`src/rtl/sound_wave_gen.sv`:
```
// Wave-table sound channel: CPU-owned wave RAM, rate timer, length counter, shift volume.
// Define SOUND_WAVE_RAMLOCK_EN to lock the CPU port to the playing word while active.
module sound_wave_gen #(
    parameter int unsigned SAMPLE_W   = 4,
    parameter int unsigned DEPTH_LOG2 = 5,
    parameter int unsigned FREQ_W     = 11,
    parameter int unsigned LEN_W      = 8
) (
    input  logic                    clk,
    input  logic                    rst,
    input  logic                    cpu_we,
    input  logic [DEPTH_LOG2-2:0]   cpu_addr,
    input  logic [2*SAMPLE_W-1:0]   cpu_wdata,
    output logic [2*SAMPLE_W-1:0]   cpu_rdata,
    input  logic                    trigger,
    input  logic                    dac_en,
    input  logic                    single,
    input  logic                    length_tick,
    input  logic [LEN_W-1:0]        length,
    input  logic [1:0]              volume,
    input  logic [FREQ_W-1:0]       frequency,
    output logic [SAMPLE_W-1:0]     level,
    output logic                    active,
    output logic [DEPTH_LOG2-1:0]   position
);

    localparam int unsigned Words = 2 ** (DEPTH_LOG2 - 1);

    logic [2*SAMPLE_W-1:0] r_ram [Words];

    logic [FREQ_W:0]       r_timer;
    logic [LEN_W:0]        r_len;
    logic [DEPTH_LOG2-1:0] r_pos;
    logic [SAMPLE_W-1:0]   r_buf;
    logic                  r_active;
    logic [SAMPLE_W-1:0]   r_level;
    logic [2*SAMPLE_W-1:0] r_rdata;

    logic [FREQ_W:0]       w_timer_d;
    logic [LEN_W:0]        w_len_d;
    logic [DEPTH_LOG2-1:0] w_pos_d;
    logic [SAMPLE_W-1:0]   w_buf_d;
    logic                  w_active_d;
    logic [SAMPLE_W-1:0]   w_level_d;
    logic [SAMPLE_W-1:0]   w_shifted;

    logic [FREQ_W:0]       w_reload;
    logic                  w_wrap;
    logic                  w_tick;
    logic                  w_expire;
    logic                  w_advance;
    logic [LEN_W:0]        w_len_load;
    logic [DEPTH_LOG2-1:0] w_pos_next;
    logic [2*SAMPLE_W-1:0] w_fetch_word;
    logic [SAMPLE_W-1:0]   w_fetch_smp;
    logic                  w_ram_we;
    logic [DEPTH_LOG2-2:0] w_rd_addr;

    assign w_reload    = {frequency, 1'b0};
    assign w_wrap      = &r_timer;
    assign w_tick      = single & length_tick & (r_len != '0);
    assign w_expire    = w_tick & (r_len == (LEN_W+1)'(1));
    assign w_len_load  = (LEN_W+1)'(2 ** LEN_W) - {1'b0, length};
    assign w_advance   = ~trigger & dac_en & ~w_expire & w_wrap & r_active;
    assign w_pos_next  = r_pos + DEPTH_LOG2'(1);

    // Fetch reads the pre-write RAM contents, so a same-cycle write to this word is not seen.
    assign w_fetch_word = r_ram[w_pos_next[DEPTH_LOG2-1:1]];
    assign w_fetch_smp  = w_pos_next[0] ? w_fetch_word[SAMPLE_W-1:0]
                                        : w_fetch_word[2*SAMPLE_W-1:SAMPLE_W];

`ifdef SOUND_WAVE_RAMLOCK_EN
    assign w_ram_we  = cpu_we & ~r_active;
    assign w_rd_addr = r_active ? r_pos[DEPTH_LOG2-1:1] : cpu_addr;
`else
    assign w_ram_we  = cpu_we;
    assign w_rd_addr = cpu_addr;
`endif

    always_comb begin
        w_timer_d  = r_timer + (FREQ_W+1)'(1);
        w_len_d    = r_len;
        w_pos_d    = r_pos;
        w_buf_d    = r_buf;
        w_active_d = r_active;
        if (trigger) begin
            w_timer_d  = w_reload;
            w_len_d    = w_len_load;
            w_pos_d    = '0;
            w_active_d = dac_en;
        end else begin
            if (w_wrap) begin
                w_timer_d = w_reload;
            end
            if (w_tick) begin
                w_len_d = r_len - (LEN_W+1)'(1);
            end
            if (!dac_en || w_expire) begin
                w_active_d = 1'b0;
            end
            if (w_advance) begin
                w_pos_d = w_pos_next;
                w_buf_d = w_fetch_smp;
            end
        end
    end

    always_comb begin
        w_shifted = '0;
        unique case (volume)
            2'd0: w_shifted = '0;
            2'd1: w_shifted = w_buf_d;
            2'd2: w_shifted = w_buf_d >> 1;
            2'd3: w_shifted = w_buf_d >> 2;
        endcase
        w_level_d = w_active_d ? w_shifted : '0;
    end

    always_ff @(posedge clk) begin
        if (!rst) begin
            r_timer  <= '0;
            r_len    <= '0;
            r_pos    <= '0;
            r_buf    <= '0;
            r_active <= 1'b0;
            r_level  <= '0;
            r_rdata  <= '0;
        end else begin
            r_timer  <= w_timer_d;
            r_len    <= w_len_d;
            r_pos    <= w_pos_d;
            r_buf    <= w_buf_d;
            r_active <= w_active_d;
            r_level  <= w_level_d;
            r_rdata  <= r_ram[w_rd_addr];
        end
    end

    // Wave RAM has no reset; contents survive rst.
    always_ff @(posedge clk) begin
        if (w_ram_we) begin
            r_ram[cpu_addr] <= cpu_wdata;
        end
    end

    assign cpu_rdata = r_rdata;
    assign level     = r_level;
    assign active    = r_active;
    assign position  = r_pos;

endmodule

```
`config.mk`:
```
export PLATFORM = sky130hd
export DESIGN_NAME = sound_wave_gen
export DESIGN_NICKNAME = d
export VERILOG_FILES = /design/src/rtl/sound_wave_gen.sv
export SDC_FILE = /design/constraint.sdc
export NUM_CORES = 1
export LEC_CHECK = 0
export CAP_MARGIN = 25
export CORE_UTILIZATION = 35
export DETAILED_ROUTE_END_ITERATION = 10
export PLACE_DENSITY = 0.63
export SLEW_MARGIN = 5
export SYNTH_ARGS = -nofsm -noshare
export SYNTH_HDL_FRONTEND = slang
export SYNTH_SLANG_ARGS = --single-unit
```
`constraint.sdc`:
```
create_clock -name clk -period 5.2 [get_ports clk]
set_clock_uncertainty 0.15 [all_clocks]
set_input_delay 1.04 -clock clk [delete_from_list [all_inputs] [get_ports clk]]
set_output_delay 1.04 -clock clk [all_outputs]
set_load 0.03 [all_outputs]
```
# After elaboration in Yosys (flattened, before gate mapping)
# Memory sizes are Yosys's and may differ from the RTL's. A register that Yosys moved wholly into a read port is not among the register bits.
# Index checks and enable logic that the tools add are counted.
# classes
n_addsub,4
eq_ne,4
muxes,12
n_bitwise,10
reduce_logical,10
# op_table
cell,n
$mux 12,2
$mux 9,2
$pmux 4 s4,1
$add 12x1->12 const B,1
$mux 4,3
$reduce_and 12->1,1
$eq 9x1->1 const B,1
$reduce_bool 9->1,1
$sub 9x1->9 const B,1
$sub 9x8->9 const A,1
$and 1x1->1,7
$add 5x1->5 const B,1
$eq 2x2->1 const B,2
$mux 1,4
$not 1->1,3
$reduce_or 3->1,1
$eq 2x1->1 const B,1
$logic_not 1->1,2
$logic_not 2->1,1
$reduce_and 2->1,1
$reduce_bool 2->1,1
$reduce_or 2->1,1
$logic_or 1x1->1,1
# word_totals
ff_bits,35
ram_bits,128
in_bits,40
output_inout_bits,18
elab_cells,48
mem_count,1
# memory_table
name,words,word_bits,rd,rd_clocked_by_memory_dff,wr,line,text
r_ram,16,8,2,1,1,29,logic [2*SAMPLE_W-1:0] r_ram [Words];

# Depth between registers and ports, before layout
# Gate-level depths: netlist of the first run.
# depth
ltp_word,10
ltp_mapped,10
ltp_nobuf,9

# Worst setup path before layout of the first run
# Ideal clock, no wire load.
# synth_path
kind,input to register
startpoint,in cpu_addr[0]
endpoint,"reg r_rdata[3] (netlist: cpu_rdata[3]), read port of r_ram"
setup_ns,0.115
arrival_ns,2.766
t_required_ns,4.935
path_slack_ns,2.170
path_stages,5
path_buffers,2
cell_sequence,buf_2 -> buf_2 -> mux4_2 -> mux4_2 -> and2_1
# synth_lines
item,line,text
start: declaration,12,"input logic [DEPTH_LOG2-2:0] cpu_addr,"
end: declaration,37,logic [2*SAMPLE_W-1:0] r_rdata;

# Worst setup path after layout of the first run
# layout_path
startpoint,reg r_pos[0] (netlist: position[0])
endpoint,reg r_level[1] (netlist: level[1])
# layout_via
elab_chain_len,6
# layout_rtl
item,line,text
start: declaration,33,logic [DEPTH_LOG2-1:0] r_pos;
start signal: assignment,131,r_pos <= w_pos_d;
$add 5x1->5,65,assign w_pos_next = r_pos + DEPTH_LOG2'(1);
named net w_pos_next[1],53,logic [DEPTH_LOG2-1:0] w_pos_next;
$mem_v2 16x8,--,
$mux 4,69,assign w_fetch_smp = w_pos_next[0] ? w_fetch_word[SAMPLE_W-1:0]
$mux 4,101,if (w_advance) begin
$mux 4,86,if (trigger) begin
$pmux 4 s4,110,unique case (volume)
end signal: assignment,134,r_level <= w_level_d;
end: declaration,36,logic [SAMPLE_W-1:0] r_level;
# The timed path passes the listed nets, and every way through them passes these cells.
# A chain may end at the register's enable or synchronous reset.

==> results of run 1 <==
[path summary, 6_finish.rpt]
path                            startpoint  cells past startpoint                    end  slack, ns
hold reg to reg      r_timer[0]$_SDFF_PP0_                      1  r_timer[0]$_SDFF_PP0_       0.36
hold / removal       r_timer[0]$_SDFF_PP0_                      1  r_timer[0]$_SDFF_PP0_       0.36
setup / recovery  position[0]$_SDFFE_PP0N_                      7    level[1]$_SDFF_PN0_       1.40
setup reg to reg  position[0]$_SDFFE_PP0N_                      7    level[1]$_SDFF_PN0_       1.40
[flip-flops by register name (all words and copies together) (netlist names)]
signal,cells
level,4
r_len,9
r_timer,12
active,1
cpu_rdata,8
position,5
r_buf,4
r_ram,128
[per-layer routing]
layer,up-vias,part of all wire (%)
met1,2557,43
met4,0,2.1
met3,21,5.9
met2,187,49
li1,2260,-
met5,-,0
[kinds of logic (layout without fill, tap and decap cells)]
group                    after synthesis  in the layout  synth area share (%)
multiplexers                          84             84                  20.8
flip-flops                           171            171                  57.1
buffers and inverters                 41            113                  2.57
AND/OR/NAND/NOR                      150            150                  9.45
adder cells (fa/ha/maj)                6              6                 0.911
XOR/XNOR                              28             28                  3.48
AO/OA/AOI/OAI                         56             56                  5.71
[synth_stat cells, types with 11 or more instances]
master and number:
dfxtp_1 43, clkbuf_1 15, nand3_1 16, nor2_1 27, xor2_1 15, mux2i_1 15
and2_1 14, o211a_1 16, edfxtp_1 128, mux4_2 63, inv_1 11, nand2_1 46
[worst reg2reg max path, delay by kind of cell, from the launching register on]
| kind | cells | cell delay [ns] |
|---|---|---|
| AOI/OAI and AO/OA | 2 | 0.52 |
| muxes | 3 | 1.34 |
| adders and majority gates | 1 | 0.71 |
| buffers and inverters | 1 | 0.35 |
| DFF | 1 | 0.61 |
[area by class of cell]
cell class / instances / area, um^2 / share of cell area [%]
timing repair buffer: 70 / 663 / 6.81
multi-input combinational: 324 / 3320 / 34.2
tap: 313 / 392 / 4.02
sequential: 171 / 4700 / 48.3
clock inverter: 14 / 180 / 1.85
inverter: 11 / 41.3 / 0.424
clock buffer: 18 / 429 / 4.41
[power by group]
group / total, mW / switching, mW / leakage (nW) / internal (mW)
registers: 1.53 / 0.0243 / 1.51 / 1.50
logic: 0.234 / 0.120 / 1.45 / 0.114
clock network: 1.30 / 0.570 / 0.291 / 0.730
total: 3.06 / 0.715 / 3.25 / 2.35
==> reports/qor.txt, run 1 <==
Placed Area -> 9130 um^2
Post-CTS Hold Fix Bufs -> 0
Worst VDD drop -> 185 uV
GR Util met1 -> 22.1%
crit-path max cell delay -> 0.71 ns
area delta synth->final -> 18.2%
syn avg cell area -> 15.4 um^2
sequential-to-total area share from yosys stat -> 57.1%
Buffers on Ports -> 57
Routed Antenna Nets -> 0
first-pass GRT wire length -> 30900 um
CTS Buf Count -> 17
drt via density -> 5.46
DRT Pass-1 Iters -> 5
CP required -> 5.36 ns
largest net degree at the start of global routing -> 40
commonest non-fill, non-tap cells in the layout -> edfxtp_1 (128), mux4_2 (63), clkdlybuf4s50_1 (56)
leakage -> 3.25 nW
die width -> 155 um
final wirelength -> 19600 um
final setup vio count -> 0
final setup margin -> 1.40 ns
met3 Resource Use GR -> 3.40%
Bufs and invs on worst path -> 1
most used routing layer -> met2
post-layout instance area -> 9730 um^2
Root Driver -> clkbuf_16
row count -> 55
critical path's slowest cell -> ha_2
Post-synth EDFFs -> 128
area leader, netlist -> edfxtp_1
top area cells in the synthesized netlist -> edfxtp_1 (47%), mux4_2 (17%), dfxtp_1 (10%)
cell family with most CP delay -> multiplexers
Setup TNS Final -> 0 ns
nets@finish -> 641
HPWL Detailed -> 13700 um
most common cell after layout, fill and taps aside -> edfxtp_1
setup bufs post-CTS -> 0
Starting DRT DRC Count -> 434
Synth Instances -> 536
Clock Tree Buf Depth -> 2
CP max FO -> 22
vias in the first global route -> 5407
total power -> 3.06 mW
met2 usage -> 29.4%
Total GRT Usage -> 17.3%
headroom to the max-slew limit -> 30.4%
H-tree Lvls -> 4
share of post-route cells with drive strength above 1 -> 20.4%
outcome -> completed
initial antenna violation count -> 0
number of synthesized register bits -> 171
power per cell area -> 315 nW/um^2
share of the synthesized area in the top cell type -> 46.7%
TritonCTS clock tree -> yes
Final Max Tran Viols -> 0
asr flop ratio synth -> 0%
# DRC -> 0
post-layout util -> 42.6%
via count -> 5025
Fill cells -> 2021
starting density of the core -> 36.1%
CTS Sinks -> 171
RSZ-0062 raised after global routing -> false
Setup crit start kind -> flop
fmax -> 263 MHz
RD Place Congestion -> 0.836
Wirelength per Cell -> 21.3 um
worst hold slack -> 0.358 ns
Worst Setup Path Type -> flop to flop
grt ovf -> 0
crit path DAT -> 3.96 ns
worst slew pin tran -> 1.04 ns
post-synth cell types -> 65
final count of hold timing violations -> 0
Synth Net Count -> 582
post_cts resized -> 0
Ports -> 58
Max-Cap Viols -> 0
Final Instance Count excl. Fillers -> 921
HP Class -> flop to flop
Main synth FF type -> edfxtp_1
Place WS -> 1.38 ns
Ys Warns -> 0
placed cells -> 889
Clock transition at path regs -> 0.07 ns
Die ar. -> 24200 um^2
CP endpoint kind -> flop
fin crit share -> 73.0%
minimum clock period -> 3.80 ns
CP cell instances -> ha_2 > buf_4 > mux4_1 > mux4_2 > mux2i_1 > o21ai_1 > a221o_1
Skew-Pair Late Insertion Delay -> 0.43 ns
# diodes -> 0
Mapped Area -> 8240 um^2
Core Region -> 22800 um^2
Die Span Y -> 155 um
Power figures use the tool's default switching activity.
==> inputs of run 2 (changes only) <==
--- a/config.mk
+++ b/config.mk
@@ -8,7 +8,7 @@
 export CAP_MARGIN = 25
 export CORE_UTILIZATION = 35
 export DETAILED_ROUTE_END_ITERATION = 10
-export PLACE_DENSITY = 0.63
+export PLACE_DENSITY = 0.65
 export SLEW_MARGIN = 5
 export SYNTH_ARGS = -nofsm -noshare
 export SYNTH_HDL_FRONTEND = slang
==> constraint.sdc (replaced) <==
create_clock -name clk -period 3.2 [get_ports clk]
set_clock_uncertainty 0.15 [all_clocks]
set_input_delay 0.64 -clock clk [delete_from_list [all_inputs] [get_ports clk]]
set_output_delay 0.64 -clock clk [all_outputs]
set_load 0.03 [all_outputs]
==> run 2 against run 1 <==
Against the previous run:
- power increased by 59%
- global-route usage about the same
- critical path depth up 1
- critical endpoint is now level[0]$_SDFF_PN0_
- highest routed layer unchanged
==> reports/qor.txt, run 2 (same netlist as run 1, synthesis figures left out) <==
R2R Path End -> level[0]$_SDFF_PN0_
starting density of the core -> 36.1% (unchanged)
Final Max Tran Viols -> 0 (unchanged)
Routed Antenna Nets -> 0 (unchanged)
worst slew pin tran -> 0.765 ns (-0.277 ns)
commonest non-fill, non-tap cells in the layout -> edfxtp_1 (128), mux4_2 (63), clkdlybuf4s50_1 (56)
hold_sp -> r_timer[0]$_SDFF_PP0_
r2r setup slk -> 0.26 ns (-1.14 ns)
CTS Sinks -> 171 (unchanged)
H-tree Lvls -> 4 (unchanged)
fmax -> 340 MHz (+29%)
DRT Pass-1 Iters -> 5 (unchanged)
Clock transition at path regs -> 0.07 ns (about the same)
share of post-route cells with drive strength above 1 -> 25.3% (+5.0 points)
Ports -> 58 (unchanged)
initial antenna violation count -> 0 (unchanged)
Core Region -> 22800 um^2 (unchanged)
Wirelength per Cell -> 20.6 um (-3.2%)
Largest register FFs -> 128 (unchanged)
Max-Cap Viols -> 0 (unchanged)
Root Driver -> clkbuf_16
RSZ-0062 raised after global routing -> false
Most flops, register -> r_ram
first-pass GRT wire length -> 30900 um (about the same)
final count of hold timing violations -> 0 (unchanged)
final setup vio count -> 0 (unchanged)
final wirelength -> 19800 um (+0.86%)
Clock Tree Buf Depth -> 2 (unchanged)
origin of the critical flop-to-flop path -> position[1]$_SDFFE_PP0N_
most common cell after layout, fill and taps aside -> edfxtp_1
# DRC -> 0 (unchanged)
area delta synth->final -> 21.9%
Setup TNS Final -> 0 ns (unchanged)
Total GRT Usage -> 17.3% (about the same)
Worst Setup Path Type -> flop to flop
headroom to the max-slew limit -> 48.8% (+18 points)
vias in the first global route -> 5314 (-1.7%)
HP Class -> flop to flop
nets@finish -> 680 (+6.1%)
row count -> 55 (unchanged)
reg2reg path depth -> 8 (+1)
Die Span Y -> 155 um (unchanged)
Bufs and invs on worst path -> 0 (-1)
post_cts resized -> 0 (unchanged)
die width -> 155 um (unchanged)
setup bufs post-CTS -> 0 (unchanged)
CP max FO -> 8 (-64%)
# diodes -> 0 (unchanged)
minimum clock period -> 2.94 ns (-0.856 ns)
Buffers on Ports -> 57 (unchanged)
largest registers -> r_ram x128, r_timer x12, r_len x9
Setup crit start kind -> flop
crit path DAT -> 3.11 ns (-0.85 ns)
CTS Buf Count -> 17 (unchanged)
critical path's slowest cell -> xnor2_2
WHS Path Cells -> 1 (unchanged)
Fill cells -> 2027 (+0.30%)
footprint of the multi-input gates -> 3320 um^2 (unchanged)
register area -> 4700 um^2 (unchanged)
leakage -> 3.46 nW (+6.3%)
crit-path max cell delay -> 0.60 ns (-0.11 ns)
TritonCTS clock tree -> yes
hold path endpoint -> r_timer[0]$_SDFF_PP0_
HPWL Detailed -> 13800 um (+0.70%)
cell family with most CP delay -> compound AO/OA/AOI/OAI gates
CP endpoint kind -> flop
RD Place Congestion -> 0.883 (+5.7%)
Skew-Pair Late Insertion Delay -> 0.44 ns (about the same)
Starting DRT DRC Count -> 524 (+21%)
Die ar. -> 24200 um^2 (unchanged)
grt ovf -> 0 (unchanged)
post-layout util -> 43.9% (+1.3 points)
drt via density -> 5.35 (-1.9%)
outcome -> completed
power per cell area -> 485 nW/um^2 (+54%)
Post-CTS Hold Fix Bufs -> 0 (unchanged)
fin crit share -> 91.9% (+19 points)
CP cell instances -> ha_2 > nand3_2 > xnor2_2 > mux2i_1 > o22ai_1 > a311oi_2 > nor3b_1 > a221o_1
CP required -> 3.37 ns (-1.99 ns)
Worst VDD drop -> 366 uV (+98%)
via count -> 5137 (+2.2%)
largest net degree at the start of global routing -> 40 (unchanged)
==> run 2: cell count changes in the layout (fill, tap and decap cells not counted) <==
cell | before | now
buf_4 | 13 | 48
buf_12 | 0 | 4
clkinv_4 | 0 | 3
inv_8 | 3 | 6
bufinv_16 | 2 | 0
inv_6 | 4 | 2
clkbuf_1 | 1 | 0
clkinv_8 | 2 | 1
==> run 2: final cells by class <==
type	instances	area share, %
clock inverter	15	1.46
inverter	11	0.411
multi-input combinational	324	33.1
sequential	171	46.9
clock buffer	17	4.24
tap	313	3.90
timing repair buffer	109	10.0
==> run 2: power breakdown <==
part	internal [mW]	switching, mW	total (mW)
logic	0.198	0.194	0.392
clock network	1.04	0.962	2.00
registers	2.44	0.0368	2.48
==> run 2: worst max path at each step <==
stage	cells past startpoint	to	from	slack, ns
2_1_floorplan	9	level[1]$_SDFF_PN0_	position[1]$_SDFFE_PP0N_	0.33
3_3_place_gp	8	level[0]$_SDFF_PN0_	position[1]$_SDFFE_PP0N_	0.31
3_5_place_dp	8	level[1]$_SDFF_PN0_	position[1]$_SDFFE_PP0N_	0.25
4_1_cts	8	level[1]$_SDFF_PN0_	position[1]$_SDFFE_PP0N_	0.24
5_1_grt	8	level[1]$_SDFF_PN0_	position[1]$_SDFFE_PP0N_	0.09
6_report	8	level[0]$_SDFF_PN0_	position[1]$_SDFFE_PP0N_	0.26
==> run 2: metal layers <==
metal	GRT usage (%)	vias up	wire, um
li1	-	2323	-
met1	23.0	2591	8470
met2	28.1	191	9500
met3	3.45	32	1340
met4	6.30	0	442
met5	0	-	0
==> run 2: through the flow <==
stage	hold WS, ns	setup slack (ns)	std cells	instance area, um^2	power, mW
final	0.335	0.258	960	10000	4.87
after global routing	0.368	0.0902	960	10000	5.03
after CTS	0.340	0.239	960	10000	4.90
after detailed placement	0.309	0.253	928	9470	2.92
after global placement	0.319	0.308	928	9470	2.91
after floorplan	0.282	0.335	536	8240	2.74
==> run 2: worst reg2reg max path, delay by kind of cell (launching register included) <==
family / cells / cell delay [ns]
adders and majority gates: 1 / 0.32
muxes: 1 / 0.29
xor gates and xnor gates: 1 / 0.60
AOI/OAI and AO/OA: 3 / 0.79
DFF: 1 / 0.41
and+or+nand+nor: 2 / 0.28
